===== config.mk =====
export PLATFORM = sky130hd
export DESIGN_NAME = ov5640_crop_pack_flat
export DESIGN_NICKNAME = d
export VERILOG_FILES = /design/src/rtl/ov5640_pkg.sv /design/src/rtl/ov5640_crop_pack_if.sv /design/src/rtl/ov5640_crop_pack_fifo.sv /design/src/rtl/ov5640_crop_pack.sv /design/src/flat_wrapper.sv
export SDC_FILE = /design/constraint.sdc
export NUM_CORES = 1
export LEC_CHECK = 0
export BUFFER_PORTS_ARGS = -buffer_cell sky130_fd_sc_hd__buf_4
export CAP_MARGIN = 40
export CORE_ASPECT_RATIO = 1.25
export CORE_MARGIN = 5
export CORE_UTILIZATION = 25
export DETAILED_ROUTE_END_ITERATION = 10
export GPL_TIMING_DRIVEN = 0
export SYNTH_ARGS = -nofsm -noshare
export SYNTH_HDL_FRONTEND = slang
export SYNTH_SLANG_ARGS = --single-unit

===== constraint.sdc =====
create_clock -name ov5640_pclk -period 10.05 [get_ports ov5640_pclk]
set_input_delay 2.01 -clock ov5640_pclk [delete_from_list [all_inputs] [get_ports ov5640_pclk]]
set_output_delay 2.01 -clock ov5640_pclk [all_outputs]
set_load 0.02 [all_outputs]

===== src/rtl/ov5640_pkg.sv =====
// Shared types and constants for the OV5640 crop/pack capture path.
package ov5640_pkg;

    typedef enum logic [1:0] {
        WAIT_VS = 2'd0,
        ACTIVE  = 2'd1,
        FLUSH   = 2'd2
    } state_t;

    localparam int COORD_W = 12;
    localparam int FIFO_W  = 34;

    typedef struct packed {
        logic        sof;
        logic        eol;
        logic [31:0] data;
    } word_t;

    // Coordinates stick at the top value instead of wrapping.
    function automatic logic [COORD_W-1:0] sat_inc(input logic [COORD_W-1:0] v);
        return (&v) ? v : v + COORD_W'(1);
    endfunction

endpackage


===== src/rtl/ov5640_crop_pack_if.sv =====
// Pixel-in / packed-word-out bus of the crop/pack block.
interface ov5640_crop_pack_if;
    logic        pix_en;
    logic [15:0] pix_data;
    logic        cam_hs;
    logic        cam_vs;
    logic        out_valid;
    logic        out_ready;
    logic [31:0] out_data;
    logic        out_sof;
    logic        out_eol;
    logic        frame_done;
    logic        ovf;

    modport master (
        output pix_en, pix_data, cam_hs, cam_vs, out_ready,
        input  out_valid, out_data, out_sof, out_eol, frame_done, ovf
    );

    modport slave (
        input  pix_en, pix_data, cam_hs, cam_vs, out_ready,
        output out_valid, out_data, out_sof, out_eol, frame_done, ovf
    );
endinterface


===== src/rtl/ov5640_crop_pack_fifo.sv =====
// crop_fifo: first-word-fall-through FIFO; the caller must not write when full
// unless it reads in the same cycle.
module crop_fifo #(
    parameter int WIDTH = 34,
    parameter int DEPTH = 16
) (
    input  logic             clk,
    input  logic             rst,
    input  logic             wr_en,
    input  logic [WIDTH-1:0] wr_data,
    input  logic             rd_en,
    output logic [WIDTH-1:0] rd_data,
    output logic             full,
    output logic             empty
);
    localparam int AW = $clog2(DEPTH);

    logic [WIDTH-1:0] mem_q [DEPTH];
    logic [AW:0]      wr_ptr_q, wr_ptr_d;
    logic [AW:0]      rd_ptr_q, rd_ptr_d;
    logic             do_rd;

    always_comb begin
        empty    = (wr_ptr_q == rd_ptr_q);
        full     = (wr_ptr_q[AW] != rd_ptr_q[AW]) && (wr_ptr_q[AW-1:0] == rd_ptr_q[AW-1:0]);
        do_rd    = rd_en && !empty;
        wr_ptr_d = wr_ptr_q + (AW+1)'(wr_en);
        rd_ptr_d = rd_ptr_q + (AW+1)'(do_rd);
        // Head reads as zero when empty so the outputs are clean after reset.
        rd_data  = empty ? '0 : mem_q[rd_ptr_q[AW-1:0]];
    end

    always_ff @(posedge clk or posedge rst) begin
        if (rst) begin
            wr_ptr_q <= '0;
            rd_ptr_q <= '0;
        end else begin
            wr_ptr_q <= wr_ptr_d;
            rd_ptr_q <= rd_ptr_d;
        end
    end

    always_ff @(posedge clk) begin
        if (wr_en) mem_q[wr_ptr_q[AW-1:0]] <= wr_data;
    end
endmodule


===== src/rtl/ov5640_crop_pack.sv =====
// Crops a window from the OV5640 RGB565 stream and packs pixel pairs into 32-bit words.
// Optional CROP_STATS_EN adds frame_cnt / drop_cnt statistics ports.
module ov5640_crop_pack
    import ov5640_pkg::*;
#(
    parameter int X_START    = 0,
    parameter int Y_START    = 0,
    parameter int CROP_W     = 320,
    parameter int CROP_H     = 240,
    parameter int FIFO_DEPTH = 16
) (
    input  logic               ov5640_pclk,
    input  logic               sys_rst,
`ifdef CROP_STATS_EN
    output logic [15:0]        frame_cnt,
    output logic [15:0]        drop_cnt,
`endif
    ov5640_crop_pack_if.slave  bus
);
    localparam int CW1 = COORD_W + 1;
    localparam logic [COORD_W:0]   X_LO    = CW1'(X_START);
    localparam logic [COORD_W:0]   X_HI    = CW1'(X_START + CROP_W);
    localparam logic [COORD_W:0]   Y_LO    = CW1'(Y_START);
    localparam logic [COORD_W:0]   Y_HI    = CW1'(Y_START + CROP_H);
    localparam logic [COORD_W-1:0] X_FIRST = COORD_W'(X_START);
    localparam logic [COORD_W-1:0] Y_FIRST = COORD_W'(Y_START);
    localparam logic [COORD_W-1:0] X_LAST  = COORD_W'(X_START + CROP_W - 1);
    localparam logic [COORD_W-1:0] Y_LAST  = COORD_W'(Y_START + CROP_H - 1);

    state_t               state_q, state_d;
    logic                 vs_q, hs_q;
    logic [COORD_W-1:0]   x_q, x_d, y_q, y_d;
    logic                 phase_q, phase_d;
    logic [15:0]          hi_q, hi_d;
    logic                 hi_sof_q, hi_sof_d;
    logic                 push_q, push_d;
    logic                 last_q, last_d;
    word_t                word_q, word_d;
    logic                 ovf_q, ovf_d;
    logic                 frame_done_q, frame_done_d;

    logic                 vs_fall, vs_rise, hs_fall, in_win, take;
    logic                 pop, fifo_wr, drop, fifo_full, fifo_empty;
    logic [FIFO_W-1:0]    fifo_head;
    word_t                head;

    always_comb begin
        vs_fall = vs_q & ~bus.cam_vs;
        vs_rise = ~vs_q & bus.cam_vs;
        hs_fall = hs_q & ~bus.cam_hs;
        in_win  = ({1'b0, x_q} >= X_LO) && ({1'b0, x_q} < X_HI) &&
                  ({1'b0, y_q} >= Y_LO) && ({1'b0, y_q} < Y_HI);
        take    = (state_q == ACTIVE) && bus.pix_en && in_win;
        pop     = ~fifo_empty & bus.out_ready;
        // A word landing on a full FIFO is dropped unless the head leaves this cycle.
        fifo_wr = push_q & (~fifo_full | pop);
        drop    = push_q & fifo_full & ~pop;

        state_d      = state_q;
        x_d          = x_q;
        y_d          = y_q;
        phase_d      = phase_q;
        hi_d         = hi_q;
        hi_sof_d     = hi_sof_q;
        push_d       = 1'b0;
        last_d       = 1'b0;
        word_d       = word_q;
        ovf_d        = ovf_q | drop;
        frame_done_d = 1'b0;

        case (state_q)
            WAIT_VS: begin
                if (vs_fall) begin
                    state_d = ACTIVE;
                    x_d     = '0;
                    y_d     = '0;
                    phase_d = 1'b0;
                    ovf_d   = 1'b0;
                end
            end
            ACTIVE: begin
                if (bus.pix_en) x_d = sat_inc(x_q);
                if (hs_fall) begin
                    x_d = '0;
                    y_d = sat_inc(y_q);
                end
                if (take) begin
                    if (!phase_q) begin
                        hi_d     = bus.pix_data;
                        hi_sof_d = (x_q == X_FIRST) && (y_q == Y_FIRST);
                        phase_d  = 1'b1;
                    end else begin
                        push_d      = 1'b1;
                        word_d.sof  = hi_sof_q;
                        word_d.eol  = (x_q == X_LAST);
                        word_d.data = {hi_q, bus.pix_data};
                        last_d      = (x_q == X_LAST) && (y_q == Y_LAST);
                        phase_d     = 1'b0;
                    end
                end
                if (vs_rise || (push_q && last_q)) begin
                    state_d = FLUSH;
                    phase_d = 1'b0;
                end
            end
            FLUSH: begin
                // A word still in the push register has not reached the FIFO yet.
                if (fifo_empty && !push_q) begin
                    state_d      = WAIT_VS;
                    frame_done_d = 1'b1;
                end
            end
            default: state_d = WAIT_VS;
        endcase
    end

    always_ff @(posedge ov5640_pclk or posedge sys_rst) begin
        if (sys_rst) begin
            state_q      <= WAIT_VS;
            vs_q         <= 1'b0;
            hs_q         <= 1'b0;
            x_q          <= '0;
            y_q          <= '0;
            phase_q      <= 1'b0;
            hi_q         <= '0;
            hi_sof_q     <= 1'b0;
            push_q       <= 1'b0;
            last_q       <= 1'b0;
            word_q       <= '0;
            ovf_q        <= 1'b0;
            frame_done_q <= 1'b0;
        end else begin
            state_q      <= state_d;
            vs_q         <= bus.cam_vs;
            hs_q         <= bus.cam_hs;
            x_q          <= x_d;
            y_q          <= y_d;
            phase_q      <= phase_d;
            hi_q         <= hi_d;
            hi_sof_q     <= hi_sof_d;
            push_q       <= push_d;
            last_q       <= last_d;
            word_q       <= word_d;
            ovf_q        <= ovf_d;
            frame_done_q <= frame_done_d;
        end
    end

    crop_fifo #(
        .WIDTH (FIFO_W),
        .DEPTH (FIFO_DEPTH)
    ) u_fifo (
        .clk     (ov5640_pclk),
        .rst     (sys_rst),
        .wr_en   (fifo_wr),
        .wr_data (word_q),
        .rd_en   (pop),
        .rd_data (fifo_head),
        .full    (fifo_full),
        .empty   (fifo_empty)
    );

    assign head           = word_t'(fifo_head);
    assign bus.out_valid  = ~fifo_empty;
    assign bus.out_data   = head.data;
    assign bus.out_sof    = head.sof;
    assign bus.out_eol    = head.eol;
    assign bus.frame_done = frame_done_q;
    assign bus.ovf        = ovf_q;

`ifdef CROP_STATS_EN
    logic [15:0] frame_cnt_q, frame_cnt_d;
    logic [15:0] drop_cnt_q, drop_cnt_d;

    always_comb begin
        frame_cnt_d = frame_cnt_q + 16'(frame_done_d);
        drop_cnt_d  = (drop && drop_cnt_q != 16'hffff) ? drop_cnt_q + 16'd1 : drop_cnt_q;
    end

    always_ff @(posedge ov5640_pclk or posedge sys_rst) begin
        if (sys_rst) begin
            frame_cnt_q <= '0;
            drop_cnt_q  <= '0;
        end else begin
            frame_cnt_q <= frame_cnt_d;
            drop_cnt_q  <= drop_cnt_d;
        end
    end

    assign frame_cnt = frame_cnt_q;
    assign drop_cnt  = drop_cnt_q;
`else
    // No statistics counters in this build.
`endif
endmodule


===== src/flat_wrapper.sv =====
// flat-port wrapper written by rule: the top's interface ports become plain ports
module ov5640_crop_pack_flat import ov5640_pkg::*;
#(
    parameter int X_START    = 0,
    parameter int Y_START    = 0,
    parameter int CROP_W     = 320,
    parameter int CROP_H     = 240,
    parameter int FIFO_DEPTH = 16
)
  (ov5640_pclk, sys_rst, bus_pix_en, bus_pix_data, bus_cam_hs, bus_cam_vs, bus_out_ready, bus_out_valid, bus_out_data, bus_out_sof, bus_out_eol, bus_frame_done, bus_ovf);
  ov5640_crop_pack_if bus_i ();
  input  logic ov5640_pclk;
  input  logic sys_rst;
  input wire logic [$bits(bus_i.pix_en)-1:0] bus_pix_en;
  input wire logic [$bits(bus_i.pix_data)-1:0] bus_pix_data;
  input wire logic [$bits(bus_i.cam_hs)-1:0] bus_cam_hs;
  input wire logic [$bits(bus_i.cam_vs)-1:0] bus_cam_vs;
  input wire logic [$bits(bus_i.out_ready)-1:0] bus_out_ready;
  output wire logic [$bits(bus_i.out_valid)-1:0] bus_out_valid;
  output wire logic [$bits(bus_i.out_data)-1:0] bus_out_data;
  output wire logic [$bits(bus_i.out_sof)-1:0] bus_out_sof;
  output wire logic [$bits(bus_i.out_eol)-1:0] bus_out_eol;
  output wire logic [$bits(bus_i.frame_done)-1:0] bus_frame_done;
  output wire logic [$bits(bus_i.ovf)-1:0] bus_ovf;
  assign bus_i.pix_en = bus_pix_en;
  assign bus_i.pix_data = bus_pix_data;
  assign bus_i.cam_hs = bus_cam_hs;
  assign bus_i.cam_vs = bus_cam_vs;
  assign bus_i.out_ready = bus_out_ready;
  assign bus_out_valid = bus_i.out_valid;
  assign bus_out_data = bus_i.out_data;
  assign bus_out_sof = bus_i.out_sof;
  assign bus_out_eol = bus_i.out_eol;
  assign bus_frame_done = bus_i.frame_done;
  assign bus_ovf = bus_i.ovf;
  ov5640_crop_pack #(.X_START(X_START), .Y_START(Y_START), .CROP_W(CROP_W), .CROP_H(CROP_H), .FIFO_DEPTH(FIFO_DEPTH)) u_core (.ov5640_pclk(ov5640_pclk), .sys_rst(sys_rst), .bus(bus_i));
endmodule

==> results.cfg <==
[global_routing]
grt_pass1_wl_um = 92300
antenna_found_initial = 1
grt_overflow = 0
grt_pass1_vias = 13700
grt_max_degree = 67
grt_use_total_pct = 11.6

[floorplan]
rows = 129
chipHeight_um = 362
initial_core_util_pct = 25.1
dieArea_mm2 = 0.106
die_x_um = 292
ios = 59
fp.coreArea_mm2 = 0.0988

[clock_tree]
clock-sinks = 638
hold_buffers = 0
cts_resized = 0
clk_pin_slew_ns = 0.07
cts_buffer_depth = 3
cts_tree = yes
cts_buffers = 58
cts-root-buf = clkbuf_16
post_cts_buffers = 0
htree_num_levels = 2
clkLatencyLatePin_ns = 0.63

[placement]
io_buffers = 58
hpwl_um = 44500
gp_congestion = 0.791

[critical_path]
end_kind = output pin
crit_fanout = 10
slowest_stage = clkbuf_1
required_ns = 8.04
crit_chain = clkbuf_1 > xnor2_1 > nand4_1 > nor2_1 > buf_4 > clkbuf_1 > a21oi_1 > buf_4
max_stage_delay_ns = 0.67
cp-start-kind = register
cp.arrival_ns = 3.96
crit_type = register to output pin

[timing]
clock_skew_ns = 0.0257
timing.hold.ws_ns = 0.503
min_period_over_period_pct = 59.4
tightest_slew_ns = 0.889
fin_setup_tns_ns = 0
setup-violations-final = 0
clock.fmax_mhz = 167
rsz0062_at_grt = no
drv_slew = 0
finalCriticalPeriod_ns = 5.97
slew_headroom_pct = 40.4
hold_violations = 0

[synthesis]
yosys_warnings = 0
synth_top_area_cell = edfxtp_1
synth-edff-count = 544
synth_commonest_cells = edfxtp_1 (544), mux4_2 (136), dfrtp_1 (94)
ys_types = 57
syn_area_mm2 = 0.0248
ys.flop_type = edfxtp_1
synth.top_cell.area_share_pct = 65.9
synthCells = 1214
syn_avg_cell_area_um2 = 20.4
synth.area.top_cells = edfxtp_1 (66%), mux4_2 (12%), dfrtp_1 (9.5%)
async_flop_share_pct = 14.7
ys_ff_latch = 638
synth_nets = 1244
ys_seq_area_share_pct = 75.4
synth_most_common_cell = edfxtp_1

[drt]
via_per_inst = 4.60
vias = 12900
drc = 0
wl_um = 62100
ant_nets = 0
drt-pass1-iter-count = 5
first_iter_violations = 1253
wl_per_cell_um = 22.2

[min_path]
hold_path_class = register to register

[finish]
final_nets = 1469
drive_gt1_share_pct = 32.6
diodes = 0
fin_util_pct = 30.0
synthToLayoutAreaGrowth_pct = 19.7

[outcome]
outcome = finished clean

[job]
maxCapViolations = 0

[power]
cellPowerDensity_mw_per_mm2 = 271
peakVddDrop_uv = 169
leakage_nw = 9.91
[kinds of logic after synthesis]
logic type,count (synthesis),synth area share [%]
buf+inv,84,1.47
mux,188,14.9
flops,638,75.4
simple gates,130,3.35
xor+xnor,12,0.424
fa+ha+maj,8,0.404
compound gates,154,4.12
[final cells by class]
class	count	area [um2]
plain buffers	68	305
fillers	9606	69100
well taps	1310	1640
clock buffers	75	1560
flip-flops and latches	638	18700
multi-input cells	492	5830
inverters	16	62.6
clock inverters	30	240
repair buffers	165	1350
[path summary, 6_finish.rpt]
path                                           start                   endpoint  slack (ns)  cells after the start
setup / recovery           u_core.u_fifo.rd_ptr_q[0]           bus_out_data[11]        4.08                      8
hold / removal                       u_core.hi_q[14]          u_core.word_q[30]        0.50                      1
setup reg to reg           u_core.u_fifo.rd_ptr_q[0]  u_core.u_fifo.mem_q[6][6]        6.11                      8
hold reg to reg                      u_core.hi_q[14]          u_core.word_q[30]        0.50                      1
max in group asynchronous                    sys_rst          u_core.word_q[13]        7.98                      3
min in group asynchronous                    sys_rst              u_core.y_q[0]        1.38                      2
[worst max-delay path: cells and delay by family, from the launching register on]
family / cells / cell delay (ns)
buffers and inverters: 4 / 1.74
AND/OR/NAND/NOR: 2 / 0.83
AO/OA/AOI/OAI: 1 / 0.17
flip-flops: 1 / 0.37
XOR/XNOR: 1 / 0.20
[layer usage]
layer | vias to the layer above | GRT usage, % | wire length, um
met3 | 93 | 1.60 | 3420
met2 | 437 | 20.5 | 32000
li1 | 5510 | - | -
met5 | - | 0 | 7
met1 | 6817 | 14.7 | 25200
met4 | 2 | 3.55 | 1530
[per-stage QoR]
step	total power [mW]	worst slack (ns)	instance area [um2]	instances
after floorplan	4.96	3.79	24800	1214
after global placement	5.93	-0.939	26900	2582
after detailed placement	6.04	4.73	27900	2688
after CTS	8.15	4.00	29700	2793
after global routing	8.40	3.83	29700	2794
final	8.03	4.08	29700	2794
[registers in the layout, summed over array words and instances (netlist names), 2 cells and up]
signal / count
u_core.x_q: 12
u_core.hi_q: 16
u_core.u_fifo.mem_q: 544
u_core.u_fifo.wr_ptr_q: 5
u_core.y_q: 12
u_core.word_q: 34
u_core.state_q: 2
u_core.u_fifo.rd_ptr_q: 5
[where the power goes]
group	switching, mW	total (mW)	internal [mW]
logic	1.32	2.35	1.03
clock network	0.948	2.12	1.17
registers	0.306	3.56	3.25
total	2.58	8.03	5.45
[placed cells by master (no fill, tap or decap), types with 21 or more instances in the layout]
cell       count
a21oi_1       44
mux4_2       136
buf_2         21
buf_4        141
mux2_2        40
edfxtp_1     544
clkbuf_16     59
a22oi_1       69
dfrtp_1       94
clkbuf_1      52
Note: power is estimated with default switching activity, not from simulation.
